### config.mk
export PLATFORM = sky130hd
export DESIGN_NAME = os_cache_sequencer_flat
export DESIGN_NICKNAME = d
export VERILOG_FILES = /design/src/rtl/os_cache_sequencer_pkg.sv /design/src/rtl/os_cache_sequencer_if.sv /design/src/rtl/os_cache_sequencer.sv /design/src/flat_wrapper.sv
export SDC_FILE = /design/constraint.sdc
export NUM_CORES = 1
export LEC_CHECK = 0
export CORE_ASPECT_RATIO = 0.5
export CORE_MARGIN = 5
export CORE_UTILIZATION = 51
export CTS_CLUSTER_SIZE = 40
export DETAILED_ROUTE_END_ITERATION = 7
export GPL_ROUTABILITY_DRIVEN = 0
export PLACE_DENSITY = 0.9
export SYNTH_ARGS = -nofsm -noshare
export SYNTH_HDL_FRONTEND = slang
export SYNTH_SLANG_ARGS = --single-unit
### constraint.sdc
create_clock -name w_clk -period 2.8 [get_ports w_clk]
set_clock_uncertainty 0.1 [all_clocks]
set_input_delay 0.56 -clock w_clk [delete_from_list [all_inputs] [get_ports w_clk]]
set_output_delay 0.56 -clock w_clk [all_outputs]
set_load 0.02 [all_outputs]
### src/rtl/os_cache_sequencer_pkg.sv
// Shared types for the output-stationary cache sequencer: cache command codes, FSM states, defaults.
// Latency: n/a (types and constants only).
// Backpressure: n/a.
package os_cache_pkg;

    localparam int WA_BITS_DEF = 8;
    localparam int P_BITS_DEF  = 16;
    localparam int WA_ROWS_DEF = 256;
    localparam int P_ROWS_DEF  = 32;

    // Command codes understood by the cache's 3-bit state input.
    typedef enum logic [2:0] {
        CS_LOAD_W  = 3'b000,
        CS_LOAD_A  = 3'b001,
        CS_SEND_W  = 3'b010,
        CS_SEND_A  = 3'b011,
        CS_SEND_WA = 3'b100,
        CS_LOAD_P  = 3'b101,
        CS_SEND_P  = 3'b110,
        CS_IDLE    = 3'b111
    } cache_state_e;

    // Sequencer job phases.
    typedef enum logic [2:0] {
        SQ_IDLE    = 3'd0,
        SQ_CLR     = 3'd1,
        SQ_LOAD_W  = 3'd2,
        SQ_LOAD_A  = 3'd3,
        SQ_STREAM  = 3'd4,
        SQ_LOAD_P  = 3'd5,
        SQ_DRAIN_P = 3'd6,
        SQ_DONE    = 3'd7
    } seq_state_e;

    // Saturate a row-count-minus-one at the last usable row index.
    function automatic logic [7:0] clamp_len(input logic [7:0] len, input logic [7:0] max_len);
        return (len > max_len) ? max_len : len;
    endfunction

endpackage

### src/rtl/os_cache_sequencer_if.sv
// Bundles job control, upstream W/A stream, GLB psum stream and cache command bus of the sequencer.
// Latency: n/a (wiring only).
// Backpressure: valid/ready on both upstream streams; cache side is command-only.
interface os_cache_sequencer_if
    import os_cache_pkg::*;
#(
    parameter int WA_BITS = WA_BITS_DEF,
    parameter int P_BITS  = P_BITS_DEF
);
    logic               w_start;
    logic [7:0]         w_len_wa;
    logic [7:0]         w_len_p;
    logic               w_src_valid;
    logic [WA_BITS-1:0] w_src_data;
    logic               r_src_ready;
    logic               w_glb_valid;
    logic [P_BITS-1:0]  w_glb_data;
    logic               r_glb_ready;
    logic               r_cache_ready;
    logic [2:0]         r_state;
    logic [WA_BITS-1:0] r_bus_in;
    logic [P_BITS-1:0]  r_glb_out;
    logic [7:0]         r_w_addr;
    logic [7:0]         r_a_addr;
    logic               r_pe_valid;
    logic               r_psum_valid;
    logic               r_busy;
    logic               r_done;

    // Sequencer side.
    modport master (
        input  w_start, w_len_wa, w_len_p,
        input  w_src_valid, w_src_data, w_glb_valid, w_glb_data,
        output r_src_ready, r_glb_ready,
        output r_cache_ready, r_state, r_bus_in, r_glb_out, r_w_addr, r_a_addr,
        output r_pe_valid, r_psum_valid, r_busy, r_done
    );

    // Environment side: job issuer, upstream sources and cache.
    modport slave (
        output w_start, w_len_wa, w_len_p,
        output w_src_valid, w_src_data, w_glb_valid, w_glb_data,
        input  r_src_ready, r_glb_ready,
        input  r_cache_ready, r_state, r_bus_in, r_glb_out, r_w_addr, r_a_addr,
        input  r_pe_valid, r_psum_valid, r_busy, r_done
    );

endinterface

### src/rtl/os_cache_sequencer.sv
// Runs one cache job per start: clear, load N weights + N activations, stream pairs, load/drain M psums.
// Latency: every cache command is registered and appears 1 cycle after its cause; pe/psum valid 1 cycle later.
// Backpressure: upstream stalls (valid=0) issue cache no-ops; the cache side itself never stalls.
module os_cache_sequencer
    import os_cache_pkg::*;
#(
    parameter int WA_BITS = WA_BITS_DEF,
    parameter int P_BITS  = P_BITS_DEF,
    parameter int WA_ROWS = WA_ROWS_DEF,
    parameter int P_ROWS  = P_ROWS_DEF
) (
    input  logic                 w_clk,
    input  logic                 w_rst_n,
    os_cache_sequencer_if.master sq
);

    localparam logic [7:0] WA_LAST = 8'(WA_ROWS - 1);
    localparam logic [7:0] P_LAST  = 8'(P_ROWS - 1);

    seq_state_e         fsm_q, fsm_d;
    logic [7:0]         cnt_q, cnt_d;
    logic [7:0]         len_wa_q, len_wa_d;
    logic [7:0]         len_p_q, len_p_d;
    cache_state_e       cs_q, cs_d;
    logic [7:0]         w_addr_q, w_addr_d;
    logic [7:0]         a_addr_q, a_addr_d;
    logic [WA_BITS-1:0] bus_q, bus_d;
    logic [P_BITS-1:0]  glb_q, glb_d;
    logic               cache_rdy_q, cache_rdy_d;
    logic               pe_vld_q, psum_vld_q;
    logic               done_q, done_d;

    // Sequencer state, counters and registered cache-side outputs.
    always_ff @(posedge w_clk or negedge w_rst_n) begin
        if (!w_rst_n) begin
            fsm_q       <= SQ_IDLE;
            cnt_q       <= '0;
            len_wa_q    <= '0;
            len_p_q     <= '0;
            cs_q        <= CS_IDLE;
            w_addr_q    <= '0;
            a_addr_q    <= '0;
            bus_q       <= '0;
            glb_q       <= '0;
            cache_rdy_q <= 1'b0;
            pe_vld_q    <= 1'b0;
            psum_vld_q  <= 1'b0;
            done_q      <= 1'b0;
        end else begin
            fsm_q       <= fsm_d;
            cnt_q       <= cnt_d;
            len_wa_q    <= len_wa_d;
            len_p_q     <= len_p_d;
            cs_q        <= cs_d;
            w_addr_q    <= w_addr_d;
            a_addr_q    <= a_addr_d;
            bus_q       <= bus_d;
            glb_q       <= glb_d;
            cache_rdy_q <= cache_rdy_d;
            // The cache answers a send command one cycle after it sees it.
            pe_vld_q    <= (cs_q == CS_SEND_WA);
            psum_vld_q  <= (cs_q == CS_SEND_P);
            done_q      <= done_d;
        end
    end

    // Next phase and next cache command; no-op unless a handshake or a streaming phase produces one.
    always_comb begin
        fsm_d    = fsm_q;
        cnt_d    = cnt_q;
        len_wa_d = len_wa_q;
        len_p_d  = len_p_q;
        cs_d     = CS_IDLE;
        w_addr_d = w_addr_q;
        a_addr_d = a_addr_q;
        bus_d    = bus_q;
        glb_d    = glb_q;
        done_d   = 1'b0;

        case (fsm_q)
            SQ_IDLE: begin
                if (sq.w_start) begin
                    len_wa_d = clamp_len(sq.w_len_wa, WA_LAST);
                    len_p_d  = clamp_len(sq.w_len_p, P_LAST);
                    cnt_d    = '0;
                    fsm_d    = SQ_CLR;
                end
            end
            SQ_CLR: begin
                cnt_d = '0;
                fsm_d = SQ_LOAD_W;
            end
            SQ_LOAD_W: begin
                if (sq.w_src_valid) begin
                    cs_d     = CS_LOAD_W;
                    w_addr_d = cnt_q;
                    bus_d    = sq.w_src_data;
                    if (cnt_q == len_wa_q) begin
                        cnt_d = '0;
                        fsm_d = SQ_LOAD_A;
                    end else begin
                        cnt_d = cnt_q + 8'd1;
                    end
                end
            end
            SQ_LOAD_A: begin
                if (sq.w_src_valid) begin
                    cs_d     = CS_LOAD_A;
                    a_addr_d = cnt_q;
                    bus_d    = sq.w_src_data;
                    if (cnt_q == len_wa_q) begin
                        cnt_d = '0;
                        fsm_d = SQ_STREAM;
                    end else begin
                        cnt_d = cnt_q + 8'd1;
                    end
                end
            end
            SQ_STREAM: begin
                cs_d     = CS_SEND_WA;
                w_addr_d = cnt_q;
                a_addr_d = cnt_q;
                if (cnt_q == len_wa_q) begin
                    cnt_d = '0;
                    fsm_d = SQ_LOAD_P;
                end else begin
                    cnt_d = cnt_q + 8'd1;
                end
            end
            SQ_LOAD_P: begin
                if (sq.w_glb_valid) begin
                    cs_d     = CS_LOAD_P;
                    w_addr_d = cnt_q;
                    glb_d    = sq.w_glb_data;
                    if (cnt_q == len_p_q) begin
                        cnt_d = '0;
                        fsm_d = SQ_DRAIN_P;
                    end else begin
                        cnt_d = cnt_q + 8'd1;
                    end
                end
            end
            SQ_DRAIN_P: begin
                cs_d     = CS_SEND_P;
                w_addr_d = cnt_q;
                if (cnt_q == len_p_q) begin
                    cnt_d = '0;
                    fsm_d = SQ_DONE;
                end else begin
                    cnt_d = cnt_q + 8'd1;
                end
            end
            SQ_DONE: begin
                // The last psum valid is the one with no drain command still behind it.
                if (psum_vld_q && (cs_q != CS_SEND_P)) begin
                    done_d = 1'b1;
                    fsm_d  = SQ_IDLE;
                end
            end
            default: fsm_d = SQ_IDLE;
        endcase

        // Cache clears on exactly the single cycle spent in CLR.
        cache_rdy_d = (fsm_d != SQ_CLR);
    end

    assign sq.r_src_ready   = (fsm_q == SQ_LOAD_W) || (fsm_q == SQ_LOAD_A);
    assign sq.r_glb_ready   = (fsm_q == SQ_LOAD_P);
    assign sq.r_busy        = (fsm_q != SQ_IDLE);
    assign sq.r_done        = done_q;
    assign sq.r_cache_ready = cache_rdy_q;
    assign sq.r_state       = cs_q;
    assign sq.r_bus_in      = bus_q;
    assign sq.r_glb_out     = glb_q;
    assign sq.r_w_addr      = w_addr_q;
    assign sq.r_a_addr      = a_addr_q;
    assign sq.r_pe_valid    = pe_vld_q;
    assign sq.r_psum_valid  = psum_vld_q;

endmodule

### src/flat_wrapper.sv
// flat-port wrapper written by rule: the top's interface ports become plain ports
module os_cache_sequencer_flat import os_cache_pkg::*;
#(
    parameter int WA_BITS = WA_BITS_DEF,
    parameter int P_BITS  = P_BITS_DEF,
    parameter int WA_ROWS = WA_ROWS_DEF,
    parameter int P_ROWS  = P_ROWS_DEF
)
  (w_clk, w_rst_n, sq_w_start, sq_w_len_wa, sq_w_len_p, sq_w_src_valid, sq_w_src_data, sq_w_glb_valid, sq_w_glb_data, sq_r_src_ready, sq_r_glb_ready, sq_r_cache_ready, sq_r_state, sq_r_bus_in, sq_r_glb_out, sq_r_w_addr, sq_r_a_addr, sq_r_pe_valid, sq_r_psum_valid, sq_r_busy, sq_r_done);
  os_cache_sequencer_if #(.WA_BITS(WA_BITS), .P_BITS(P_BITS)) sq_i ();
  input  logic w_clk;
  input  logic w_rst_n;
  input wire logic [$bits(sq_i.w_start)-1:0] sq_w_start;
  input wire logic [$bits(sq_i.w_len_wa)-1:0] sq_w_len_wa;
  input wire logic [$bits(sq_i.w_len_p)-1:0] sq_w_len_p;
  input wire logic [$bits(sq_i.w_src_valid)-1:0] sq_w_src_valid;
  input wire logic [$bits(sq_i.w_src_data)-1:0] sq_w_src_data;
  input wire logic [$bits(sq_i.w_glb_valid)-1:0] sq_w_glb_valid;
  input wire logic [$bits(sq_i.w_glb_data)-1:0] sq_w_glb_data;
  output wire logic [$bits(sq_i.r_src_ready)-1:0] sq_r_src_ready;
  output wire logic [$bits(sq_i.r_glb_ready)-1:0] sq_r_glb_ready;
  output wire logic [$bits(sq_i.r_cache_ready)-1:0] sq_r_cache_ready;
  output wire logic [$bits(sq_i.r_state)-1:0] sq_r_state;
  output wire logic [$bits(sq_i.r_bus_in)-1:0] sq_r_bus_in;
  output wire logic [$bits(sq_i.r_glb_out)-1:0] sq_r_glb_out;
  output wire logic [$bits(sq_i.r_w_addr)-1:0] sq_r_w_addr;
  output wire logic [$bits(sq_i.r_a_addr)-1:0] sq_r_a_addr;
  output wire logic [$bits(sq_i.r_pe_valid)-1:0] sq_r_pe_valid;
  output wire logic [$bits(sq_i.r_psum_valid)-1:0] sq_r_psum_valid;
  output wire logic [$bits(sq_i.r_busy)-1:0] sq_r_busy;
  output wire logic [$bits(sq_i.r_done)-1:0] sq_r_done;
  assign sq_i.w_start = sq_w_start;
  assign sq_i.w_len_wa = sq_w_len_wa;
  assign sq_i.w_len_p = sq_w_len_p;
  assign sq_i.w_src_valid = sq_w_src_valid;
  assign sq_i.w_src_data = sq_w_src_data;
  assign sq_i.w_glb_valid = sq_w_glb_valid;
  assign sq_i.w_glb_data = sq_w_glb_data;
  assign sq_r_src_ready = sq_i.r_src_ready;
  assign sq_r_glb_ready = sq_i.r_glb_ready;
  assign sq_r_cache_ready = sq_i.r_cache_ready;
  assign sq_r_state = sq_i.r_state;
  assign sq_r_bus_in = sq_i.r_bus_in;
  assign sq_r_glb_out = sq_i.r_glb_out;
  assign sq_r_w_addr = sq_i.r_w_addr;
  assign sq_r_a_addr = sq_i.r_a_addr;
  assign sq_r_pe_valid = sq_i.r_pe_valid;
  assign sq_r_psum_valid = sq_i.r_psum_valid;
  assign sq_r_busy = sq_i.r_busy;
  assign sq_r_done = sq_i.r_done;
  os_cache_sequencer #(.WA_BITS(WA_BITS), .P_BITS(P_BITS), .WA_ROWS(WA_ROWS), .P_ROWS(P_ROWS)) u_core (.w_clk(w_clk), .w_rst_n(w_rst_n), .sq(sq_i));
endmodule
==> results.json <==
{
  "critPathMaxFanout": 14,
  "outcome": "completed",
  "syn_area_per_cell_um2": 12.4,
  "placed_area_um2": 4310,
  "die-area_um2": 8380,
  "final_area_um2": 4660,
  "max_clock_freq_mhz": 367,
  "crit_slowest_cell": "clkdlybuf4s50_1",
  "num_antenna_cells": 0,
  "wirelength_um": 8470,
  "drt_first_pass_iters": 4,
  "grt_use_total": 0.211,
  "die_h_um": 67.3,
  "cts_setup_buffers": 0,
  "synth.distinct_cells": 44,
  "p_leak_uw": 0.00200,
  "drc": 0,
  "gr-total-overflow": 0,
  "timing.rr.end": "u_core.cnt_q[3]",
  "final_hold_viol_count": 0,
  "hold_path.class": "input pin to async pin",
  "synth_area_leaders": "dfrtp_1 53%, mux2_2 15%, xor2_1 4.2%",
  "io_pins": 95,
  "routedWlPerCell_um": 18.7,
  "final_cell_mix": "93 x clkdlybuf4s50_1, 71 x dfrtp_1, 46 x mux2_2, 20 x nor2_1, 16 x xor2_1",
  "area_delta_synth_final_pct": 39.3,
  "fin_cells": 452,
  "setup-violations-final": 0,
  "detail_route.vias_per_cell": 5.54,
  "cts_htree_levels": 3,
  "path_cells": "inv_2 -> nor2_1 -> clkdlybuf4s50_1",
  "worstReg2RegStart": "u_core.fsm_q[0]",
  "cts_buffers": 9,
  "clkPwrFrac": 0.240,
  "rsz0062_at_grt": "no",
  "critPathKind": "register to output pin",
  "synth_nets": 315,
  "vias": 2506,
  "grt_pass1_wl_um": 13800,
  "cts_sinks": 74,
  "antenna_found_initial": 0,
  "final_common_cell": "clkdlybuf4s50_1",
  "tns_ns": 0,
  "power.density_nw_per_um2": 1180,
  "portBuffers": 94,
  "yosysTopAreaCellShare": 0.531,
  "cts_root_buffer": "clkbuf_16",
  "grt_pass1_vias": 2720,
  "cts_hold_buf": 0,
  "hpwl_um": 5700,
  "first_iter_violations": 137,
  "reg2regPathDepth": 5,
  "pwr-share-comb": 0.407,
  "cts_resized": 0,
  "cts_tree": "built",
  "final_layout_size_suffix_gt1_frac": 0.220,
  "path_clk_slew_ns": 0.05,
  "power_frac_seq": 0.353,
  "syn_inst": 269,
  "slew_viol_final": 0,
  "coreArea_um2": 6210,
  "yosys_warnings": 0,
  "grt_max_degree": 42,
  "rrSetupSlack_ns": 0.66,
  "start_kind": "register",
  "period_minus_slack_ns": 2.73,
  "synth_top_area_cell": "dfrtp_1",
  "synth_area_um2": 3340,
  "max_slew_margin": 0.475,
  "switchingPower_uw": 1960,
  "cap_violations": 0,
  "min_period_over_period": 0.974,
  "peakVddDrop_uv": 501,
  "num_rows": 20,
  "yosysSeqAreaShare": 0.555,
  "worstPathArrival_ns": 2.07,
  "p_sw_frac": 0.358,
  "clock_tree.buffer_depth": 2,
  "die_w_um": 125,
  "endpoint_kind": "output pin",
  "final_util": 0.751,
  "max_slew.worst_pin.slew_ns": 0.788,
  "nNetsFinal": 405,
  "critical_path.max_stage_delay_ns": 0.70,
  "drtAntennaViolNets": 0,
  "ys_ff_latch": 74,
  "place_inst": 436,
  "intPower_uw": 3530,
  "clock_latency_ns": 0.33,
  "required_ns": 2.14,
  "hold_ws_ns": 0.215,
  "start_util": 0.539
}
## through the flow
stage	power, uW	worst slack (ns)
2_1_floorplan	3240	0.920
3_3_place_gp	4030	0.512
3_5_place_dp	4140	0.415
4_1_cts	5510	0.0753
5_1_grt	5760	0.00414
6_report	5490	0.0741
## registers in the layout, indices dropped and copies added, names as in the netlist
register                 count
u_core.sq.r_glb_out         16
u_core.cnt_q                 8
u_core.len_p_q               8
u_core.len_wa_q              8
u_core.sq.r_a_addr           8
u_core.sq.r_bus_in           8
u_core.sq.r_w_addr           8
u_core.fsm_q                 3
u_core.sq.r_state            3
u_core.sq.r_cache_ready      1
u_core.sq.r_done             1
u_core.sq.r_pe_valid         1
u_core.sq.r_psum_valid       1
## metal layers
| metal | wire, um | part of all wire | up-vias | track usage |
|---|---|---|---|---|
| met2 | 4370 | 0.52 | 98 | 0.386 |
| met4 | 240 | 0.028 | 0 | 0.0929 |
| met5 | 0 | 0 | - | 0 |
| met1 | 3330 | 0.39 | 1251 | 0.225 |
| met3 | 535 | 0.063 | 33 | 0.0790 |
| li1 | - | - | 1124 | - |
## cells by family after synthesis
group | Yosys count | synth area share
muxes | 48 | 0.162
DFF | 74 | 0.555
AOI/OAI and AO/OA | 39 | 0.0864
buffers and inverters | 22 | 0.0367
and+or+nand+nor | 69 | 0.115
adders and majority gates | 1 | 0.00374
xor gates and xnor gates | 16 | 0.0419
## how the worst max path moves through the flow
| stage | from | to | slack, ns |
|---|---|---|---|
| finish | u_core.fsm_q[1] | sq_r_src_ready | 0.07 |
| global route | u_core.fsm_q[1] | sq_r_src_ready | 0.004 |
| global placement | sq_w_glb_valid | u_core.sq.r_w_addr[5] | 0.51 |
| CTS | u_core.fsm_q[1] | sq_r_src_ready | 0.08 |
| detailed placement | sq_w_src_valid | u_core.cnt_q[3] | 0.41 |
| floorplan | u_core.fsm_q[2] | u_core.len_wa_q[2] | 0.92 |
## final cells by class
class,count,area [um2]
Clock buffer,11,243
Clock inverter,5,103
Fill cell,405,1550
Inverter,5,18.8
Multi-Input combinational cell,173,1370
Sequential cell,74,1860
Tap cell,88,110
Timing Repair Buffer,96,963
## synth_stat cells, drive strengths merged
library cell and n:
buf 15, or3 3, a21boi 1, a21oi 7, o21bai 1, nand2 16
clkbuf 2, o311ai 2, a22oi 1, a2bb2oi 2, ha 1, nand3b 1
nor3 3, nor4 4, nor2b 5, a31o 1, mux2 48, nand3 5
o2111ai 2, a22o 3, o211ai 6, xor2 16, o21ai 10, nand4 1
and3b 1, o22a 1, and3 2, nand2b 2, or2 3, dfstp 3
nor3b 3, nor2 20, a31oi 1, dfrtp 71, o211a 1, inv 5
## worst max-delay path: cells and delay by family (launching register included)
| kind | cells | cell delay [ns] |
|---|---|---|
| AND/OR/NAND/NOR | 1 | 0.31 |
| flip-flops | 1 | 0.61 |
| buffers and inverters | 2 | 0.82 |
## power groups by stage
stage,Combinational (uW),Sequential (uW),Clock [uW]
2_1_floorplan,1150,2090,0
3_3_place_gp,2130,1900,0
3_5_place_dp,2200,1940,0
4_1_cts,2250,1930,1330
5_1_grt,2380,2000,1380
6_report,2230,1940,1320
(Power assumes the default switching activity.)
==> variant, RTL diff (same flow settings) <==
The 8 states of `seq_state_e` get a Gray code encoding in 3 bits.
--- a/src/rtl/os_cache_sequencer_pkg.sv
+++ b/src/rtl/os_cache_sequencer_pkg.sv
@@ -24,10 +24,10 @@
     typedef enum logic [2:0] {
-        SQ_IDLE    = 3'd0,
-        SQ_CLR     = 3'd1,
-        SQ_LOAD_W  = 3'd2,
-        SQ_LOAD_A  = 3'd3,
-        SQ_STREAM  = 3'd4,
-        SQ_LOAD_P  = 3'd5,
-        SQ_DRAIN_P = 3'd6,
-        SQ_DONE    = 3'd7
+        SQ_IDLE    = 3'b000,
+        SQ_CLR     = 3'b001,
+        SQ_LOAD_W  = 3'b011,
+        SQ_LOAD_A  = 3'b010,
+        SQ_STREAM  = 3'b110,
+        SQ_LOAD_P  = 3'b111,
+        SQ_DRAIN_P = 3'b101,
+        SQ_DONE    = 3'b100
     } seq_state_e;
Function: no difference found for any inputs over 10 cycles, from zero or initial values and one cycle with w_rst_n low; not proved beyond that.
==> variant against the original RTL <==
  * Sequential share of layout area increased by 0.36 points
  * Worst setup slack improved by 0.16 ns
  * Routed wire length decreased by 6.9%
  * Power increased by 7.0%
  * Synthesized area decreased by 0.37%
  * Final cell count increased by 1.1%
  * Sequential cell count unchanged
  * Fmax increased by 6.4%
  * Design area decreased by 0.89%
==> variant: results (changes against the original RTL) <==
Logic synthesis
The count of mapped cells out of synthesis was 272 (+1.1%). The number of warnings reported in the yosys synthesis log is 0 (unchanged). The share of synthesized cell area in full adder, half adder and majority cells came to 0.376% (+0.0014 points). The mux share of post-synthesis cell area is 16.2% (+0.061 points). Sorting the synthesized cells by area gives the leading types as sky130_fd_sc_hd__dfrtp_1, sky130_fd_sc_hd__mux2_2, sky130_fd_sc_hd__xor2_1. The distinct cell type count of the synthesized netlist is 46 (+4.5%).

The xor/xnor share of the synthesized area is 4.47% (+0.28 points). The portion of the post-synthesis area used by sequential elements is 55.7% (+0.21 points). The net count after synthesis is 318 (+0.95%). The compound-cell area share of the yosys netlist was 8.60% (-0.043 points). By count the netlist is led by sky130_fd_sc_hd__dfrtp_1, sky130_fd_sc_hd__mux2_2, sky130_fd_sc_hd__nand2_1.

Place
The setup slack at placement is 0.364 ns (-0.0513 ns). The area of placed instances came to 4300 sq um (-0.38%). The post-detailed-placement half-perimeter wirelength is 5530 microns (-3.0%).

Global route
The global-route wire length before repair is 13,600 microns (-1.8%). The number of global-route vias before repair was 2,761 (+1.5%). The global routing usage summed across all routing layers came to 20.7% (-0.42 points). The pin count of the biggest net entering global routing is 75 (+79%).

Status
The flow ran to the end, and the final reports show no timing, DRC or antenna violations.

Layout
The final standard cell count with taps included and fillers excluded is 457 (+1.1%). The fill cell instance count of the final layout came to 434 (+7.2%). The final-stage net count is 410 (+1.2%). The fraction of layout cells with a size suffix above 1 is 21.4% (-0.57 points).

Critical path
The endpoint of the worst setup timing path is sq_r_busy. The maximum fanout count along the critical path came to 13 (-1). The end of the worst register-to-register path is u_core.sq.r_w_addr[2]$_DFFE_PN0P_. The delay of the slowest critical-path stage is 0.57 ns (-0.13 ns). The register-to-register path setup slack is 0.69 ns (+0.03 ns). The arrival time at the worst endpoint was 1.90 ns (-0.17 ns). In this run the critical register-to-register path is launched from u_core.fsm_q[1]$_DFF_PN0_.

Power and ir drop
The switching part of the total is 38.2% (+2.4 points). The combinational logic power is 2700 uW (+21%). The power consumption was 5870 uW (+7.0%). The share of total power in the clock network is 20.9% (-3.1 points). The maximum ir drop on the vdd rail was 0.000752 V (+50%).

Route
The total via count in the routed design is 2,454 (-2.1%). The sum of routed wire length over all layers came to 7890 microns (-6.9%). The number of DRC markers in iteration 0 is 152 (+11%).

STA
The worst hold margin is 0.255 ns (+0.0400 ns). The part of the cycle the worst path needs is 91.5% (-5.8 points). The headroom to the max-slew limit is 39.2% (-8.3 points).

CTS
The number of buffers added by the clock tree synthesis step came to 9 (unchanged). The root buffer cell chosen for the clock tree is sky130_fd_sc_hd__clkbuf_16.
variant: changes by cell type in the layout (fill, tap and decap cells not counted), moves of 3 or more:
| cell | change |
|---|---|
| sky130_fd_sc_hd__nor2_1 | +3 |
| sky130_fd_sc_hd__o21ai_0 | -7 |
| sky130_fd_sc_hd__nand2_1 | +9 |
| sky130_fd_sc_hd__a22o_1 | -3 |
| sky130_fd_sc_hd__inv_1 | +3 |
| sky130_fd_sc_hd__o21ai_1 | +4 |
variant: per-layer routing:
metal	GRT usage [%]	routed length (microns)	vias to the layer above
met3	7.82	586	25
met1	22.2	3000	1213
li1	-	-	1128
met2	36.6	4080	88
met4	11.1	226	0
met5	0	0	-
variant: cell type report:
type / instances / area, sq um / share of cell area, %
clock inverter: 5 / 77.6 / 1.68
tap: 88 / 110 / 2.38
timing repair buffer: 96 / 953 / 20.6
inverter: 7 / 26.3 / 0.569
multi-input combinational: 176 / 1350 / 29.3
sequential: 74 / 1860 / 40.2
clock buffer: 11 / 243 / 5.26
